<file path="config.mk">
export PLATFORM = sky130hd
export DESIGN_NAME = rx_status_sync
export DESIGN_NICKNAME = d
export VERILOG_FILES = /design/src/rtl/rx_status_sync.sv
export SDC_FILE = /design/constraint.sdc
export NUM_CORES = 1
export LEC_CHECK = 0
export BUFFER_PORTS_ARGS = -buffer_cell sky130_fd_sc_hd__buf_2
export CAP_MARGIN = 15
export CORE_MARGIN = 3
export CORE_UTILIZATION = 54
export CTS_CLUSTER_DIAMETER = 40
export DETAILED_ROUTE_END_ITERATION = 6
export GPL_TIMING_DRIVEN = 0
export PLACE_DENSITY = 0.77
export REMOVE_ABC_BUFFERS = 1
export SLEW_MARGIN = 0
export SYNTH_ARGS = -nofsm -noshare
export SYNTH_HDL_FRONTEND = slang
export SYNTH_SLANG_ARGS = --single-unit
</file>
<file path="constraint.sdc">
create_clock -name tx_frame_clk -period 2 [get_ports tx_frame_clk]
set_input_delay 0.2 -clock tx_frame_clk [delete_from_list [all_inputs] [get_ports tx_frame_clk]]
set_output_delay 0.2 -clock tx_frame_clk [all_outputs]
set_load 0.01 [all_outputs]
</file>
<file path="src/rtl/rx_status_sync.sv">
// Multi-channel level synchroniser into tx_frame_clk: per-channel sync chain, stability
// filter and optional sticky latch, with registered rise/fall pulses and an aggregate change flag.
module rx_status_sync #(
    parameter int                N_CH        = 5,
    parameter int                SYNC_STAGES = 2,
    parameter int                FILT_CYCLES = 4,
    parameter logic [N_CH-1:0]   STICKY_MASK = 5'b10000
) (
    input  logic            tx_frame_clk,
    input  logic            rst,
    input  logic [N_CH-1:0] din,
    input  logic [N_CH-1:0] sticky_clr,
    output logic [N_CH-1:0] dout,
    output logic [N_CH-1:0] rise_pulse,
    output logic [N_CH-1:0] fall_pulse,
    output logic            change_any
);

    localparam int CW = $clog2(FILT_CYCLES) + 1;

    generate
        if (SYNC_STAGES < 2) begin : g_bad_sync_stages
            $error("rx_status_sync: SYNC_STAGES must be >= 2");
        end
        if (FILT_CYCLES < 1) begin : g_bad_filt_cycles
            $error("rx_status_sync: FILT_CYCLES must be >= 1");
        end
    endgenerate

    // Pure flop-to-flop chain; index 0 is the metastability-exposed stage.
    (* ASYNC_REG = "TRUE" *) logic [SYNC_STAGES-1:0][N_CH-1:0] sync_ff;
    logic [N_CH-1:0]          s;

    logic [N_CH-1:0][CW-1:0]  cnt;
    logic [N_CH-1:0][CW-1:0]  cnt_next;
    logic [N_CH-1:0]          q;
    logic [N_CH-1:0]          q_next;
    logic [N_CH-1:0]          dout_next;

    // NOTE: sequential state uses non-blocking assignments so every flop samples pre-edge values.
    always_ff @(posedge tx_frame_clk) begin
        if (rst) begin
            sync_ff <= '0;
        end else begin
            sync_ff <= {sync_ff[SYNC_STAGES-2:0], din};
        end
    end

    assign s = sync_ff[SYNC_STAGES-1];

    // NOTE: every output of this block gets a default first, so no path can infer a latch.
    always_comb begin
        q_next    = q;
        dout_next = dout;
        cnt_next  = '0;
        for (int i = 0; i < N_CH; i++) begin
            if (s[i] != q[i]) begin
                if (cnt[i] == CW'(FILT_CYCLES - 1)) begin
                    q_next[i] = s[i];
                end else begin
                    cnt_next[i] = cnt[i] + 1'b1;
                end
            end

            // Sticky channels: a high level always wins over a simultaneous clear.
            if (STICKY_MASK[i]) begin
                if (q_next[i]) begin
                    dout_next[i] = 1'b1;
                end else if (sticky_clr[i]) begin
                    dout_next[i] = 1'b0;
                end
            end else begin
                dout_next[i] = q_next[i];
            end
        end
    end

    always_ff @(posedge tx_frame_clk) begin
        if (rst) begin
            cnt        <= '0;
            q          <= '0;
            dout       <= '0;
            rise_pulse <= '0;
            fall_pulse <= '0;
            change_any <= 1'b0;
        end else begin
            cnt        <= cnt_next;
            q          <= q_next;
            dout       <= dout_next;
            rise_pulse <= dout_next & ~dout;
            fall_pulse <= ~dout_next & dout;
            change_any <= |(dout_next ^ dout);
        end
    end

endmodule

</file>
; After elaboration in Yosys (flattened, before gate mapping)
; Index checks and enable logic that the tools add are counted.
[classes]
n_addsub = 5
eq_ne = 10
muxes = 12
n_bitwise = 10
n_reduce_logical = 6
[ops]
columns = operator, count
row1 = adder 3 x 1 -> 3 bit (second input constant), 5
row2 = == test 3 x 2 -> 1 bit (second input constant), 5
row3 = OR reduction 3 bit, 5
row4 = two-way mux 1 bit, 12
row5 = AND 5 bit, 2
row6 = NOT 5 bit, 2
row7 = inequality test 1 bit, 5
row8 = NOT 1 bit, 5
row9 = OR reduction 5 bit, 1
row10 = bitwise XOR 5 bit, 1
[totals]
ff_bits = 46
out_inout_bits = 16
wordCells = 55

; Logic depth before layout (Yosys ltp)
[logic_depth]
depth_word = 6
ltp_mapped = 7
depth_no_buf = 7

; Worst setup path after synthesis
; Ideal clock, no wire load.
[synth_timing]
path_type = register to register
from = register cnt[6] in the netlist's numbering
to = register change_any
setup_ns = 0.074
t_arrival_ns = 1.585
required_time_ns = 1.926
path_slack_ns = 0.341
stages_incl_launch_ff = 8
n_path_buf = 0
synth_period_minus_slack_ns = 1.659
path_cell_list = dfxtp_1 > ha_1 > ha_1 > mux2i_1 > inv_1 > ha_1 > and3_1 > a31oi_1
[synth_via]
elab_chain_cells = 5
[synth_rtl]
columns = item, line
row1 = "start, declared", 34  ; logic [N_CH-1:0][CW-1:0] cnt;
row2 = "start signal, assigned", 87  ; cnt <= cnt_next;
row3 = == test 3 x 2 -> 1 bit, 58  ; if (cnt[i] == CW'(FILT_CYCLES - 1)) begin
row4 = two-way mux 1 bit, 58
row5 = two-way mux 1 bit, 57  ; if (s[i] != q[i]) begin
row6 = via dout_next[2], 38  ; logic [N_CH-1:0] dout_next;
row7 = bitwise XOR 5 bit, 92  ; change_any <= |(dout_next ^ dout);
row8 = OR reduction 5 bit, 92
row9 = "end signal, assigned", 92
row10 = "end, declared", 16  ; output logic change_any
; The timed path passes the listed nets, and every way through them passes these cells.
; A chain may end at the register's enable or synchronous reset.

; Worst setup path in the final report
; Ends and elaborated chain as after synthesis.

==> out/results.ini <==
[logic_synthesis]
synth_most_common_cell = dfxtp_1
ys_seq_area_frac = 0.5157
synth_warnings = 0
synth_edf_count = 0
synthCells = 140
synth.avg_cell_area_sq_um = 11.65
synth_common_cells = 42 x dfxtp_1, 20 x ha_1, 18 x nor2b_1
synth.largest_area_cell = dfxtp_1
synth_flop_cell = dfxtp_1
synth.cell_area_sq_um = 1630
synth_cell_types = 20
synth_area_leaders = dfxtp_1 52%, ha_1 15%, nor2b_1 6.9%
yosysTopAreaCellShare = 0.5157
synth_seq_cells = 42
async_flop_share = 0

[routing]
drt_wl_total_microns = 2176
num_vias = 965
drcViolationCount = 0
viasPerCell = 5.000
ant_nets = 0
dr.pass1.iters = 3
wl_per_cell_microns = 11.27
drt-initial-drc-count = 11

[clock_tree]
cts_tree = done
cts_inserted_buffers = 5
clk_pin_slew_ns = 0.11
insertion_delay_ns = 0.35
cts.sinks = 42
postCtsSetupBuffers = 0
clk_path_buf_depth = 2
clockRootBuffer = clkbuf_4
htreeDepth = 2

[global_routing]
grt_max_degree = 43
grt_pass1_wl_microns = 3567
grt_pass1_vias = 872
grt_overflow = 0
antenna_found_initial = 0
grt.total_usage = 0.1344

[sta]
worst_pin_slew_ns = 0.7539
min_period_ns = 1.881
timing.final.crit_share = 0.9406
drv_slew = 0
slew_headroom = 0.4974
max_freq_mhz = 531.6
fin_ws_ns = 0.1189
setup_viol = 0
hold_viol_final = 0
clock_skew_ns = 0.01084
hold_ws_ns = 0.06144

[hold_path]
holdCritStartpoint = din[2]
min_to = sync_ff[2]
whs_path_depth = 2
hold_path.class = in2reg

[final_layout]
nNetsFinal = 194
diodes = 0
fin_area_sq_um = 1767
drive_above_1_share = 0.2284
area_growth_pct = 8.365
stdcell_count = 193

[placed_design]
gp_congestion = 0.6570
io_buffers = 23
post-place-ws_ns = 0.1222
dp_cells = 186
hpwl_microns = 1559
placed_area_sq_um = 1715

[critical_path]
critPathBufInv = 1
cp-end-kind = register
r2r-start = cnt[6]
path_delay_family = adder cells
worstPathCellList = ha_1 -> ha_1 -> mux2i_2 -> inv_1 -> ha_1 -> and3_1 -> a31oi_1
required_ns = 2.27
r2r_slack_ns = 0.12
crit_path_max_incr_delay_ns = 0.36
crit_path_start_kind = register
crit_type = reg2reg
path_depth = 7
arrival_ns = 2.15
rr_worst_depth = 7
regToRegEndpoint = change_any
cp_common_cell = ha_1
crit_slowest_cell = dfxtp_1
crit_fanout = 4

[power_and_ir_drop]
ir_drop_v = 0.0005408
leakage_uw = 0.0007856
power.density_nw_per_um2 = 720.1

[run_status]
status = finished clean

[floorplanning]
core_sq_um = 2805
io_pins = 28
die_area_sq_um = 3714
row_count = 19
die_w_microns = 60.95
die_h_microns = 60.95
initial_utilization = 0.5812

[flow_run]
maxCapViolations = 0

[per-layer routing]
metal | GRT usage | share of wire | vias up
met5 | 0 | 0 | -
met4 | 0.09288 | 0.028 | 0
met3 | 0.04468 | 0.048 | 7
met2 | 0.2198 | 0.48 | 23
met1 | 0.1462 | 0.44 | 440
li1 | - | - | 495
[through the flow]
step | setup TNS [ns] | total power (uW) | utilization
3_5_place_dp | 0 | 910.7 | 0.6115
6_report | 0 | 1272 | 0.6298
4_1_cts | 0 | 1287 | 0.6285
3_3_place_gp | 0 | 907.4 | 0.6115
5_1_grt | -0.02081 | 1327 | 0.6298
2_1_floorplan | 0 | 888.5 | -
[layout make-up]
class,instances,area (sq um)
Fill cell,246,1039
Clock buffer,5,37.54
Multi-Input combinational cell,76,671.9
Sequential cell,42,840.8
Clock inverter,2,10.01
Timing Repair Buffer,23,115.1
Inverter,14,52.55
Tap cell,31,38.79
[cells in the final DEF (no fill, tap or decap), types with 2 or more instances in the layout]
cell type	Yosys	layout
mux2i_1	5	4
inv_1	14	14
clkbuf_4	0	5
dfxtp_1	42	42
nor2b_1	18	18
nor2_1	5	5
xnor2_1	5	5
buf_2	1	23
nor4b_2	5	5
and2b_1	2	2
nor4_1	9	9
clkinv_2	0	2
ha_1	20	20
[kinds of logic (layout without fill, tap and decap cells)]
kind of cell / after synthesis / in the layout / share of synthesized area
AO/OA/AOI/OAI: 2 / 2 / 0.006907
flip-flops: 42 / 42 / 0.5157
buffers and inverters: 22 / 44 / 0.07444
multiplexers: 5 / 5 / 0.03070
AND/OR/NAND/NOR: 44 / 44 / 0.1919
adder cells (fa/ha/maj): 20 / 20 / 0.1535
XOR/XNOR: 5 / 5 / 0.02686
[flip-flops by register name (all words and copies together), names as in the netlist]
name,count
rise_pulse,5
s,5
q,1
cnt,15
sync_ff,5
fall_pulse,5
change_any,1
dout,5
[power by group]
group	total [uW]	internal (uW)	leakage (uW)	switching, uW
Clock	381	127	0.0000308	255
Combinational	36.9	16.2	0.000414	20.6
Sequential	854	849	0.000341	5.37
Total	1270	991	0.000786	281
[how the worst max path moves through the flow]
stage | slack, ns | from | to
2_1_floorplan | 0.34 | cnt[6] | change_any
3_3_place_gp | 0.20 | cnt[6] | change_any
3_5_place_dp | 0.12 | cnt[6] | change_any
4_1_cts | 0.09 | cnt[6] | change_any
5_1_grt | -0.02 | cnt[6] | change_any
6_report | 0.12 | cnt[6] | change_any
[repair_timing]
item                                   4_1_cts  5_1_grt
resized for setup                            0        1
endpoints found under the hold margin        0        0
setup endpoints to repair                    0        1
hold buffers                                 0        0
No activity file was read; power rests on OpenSTA's default activity.
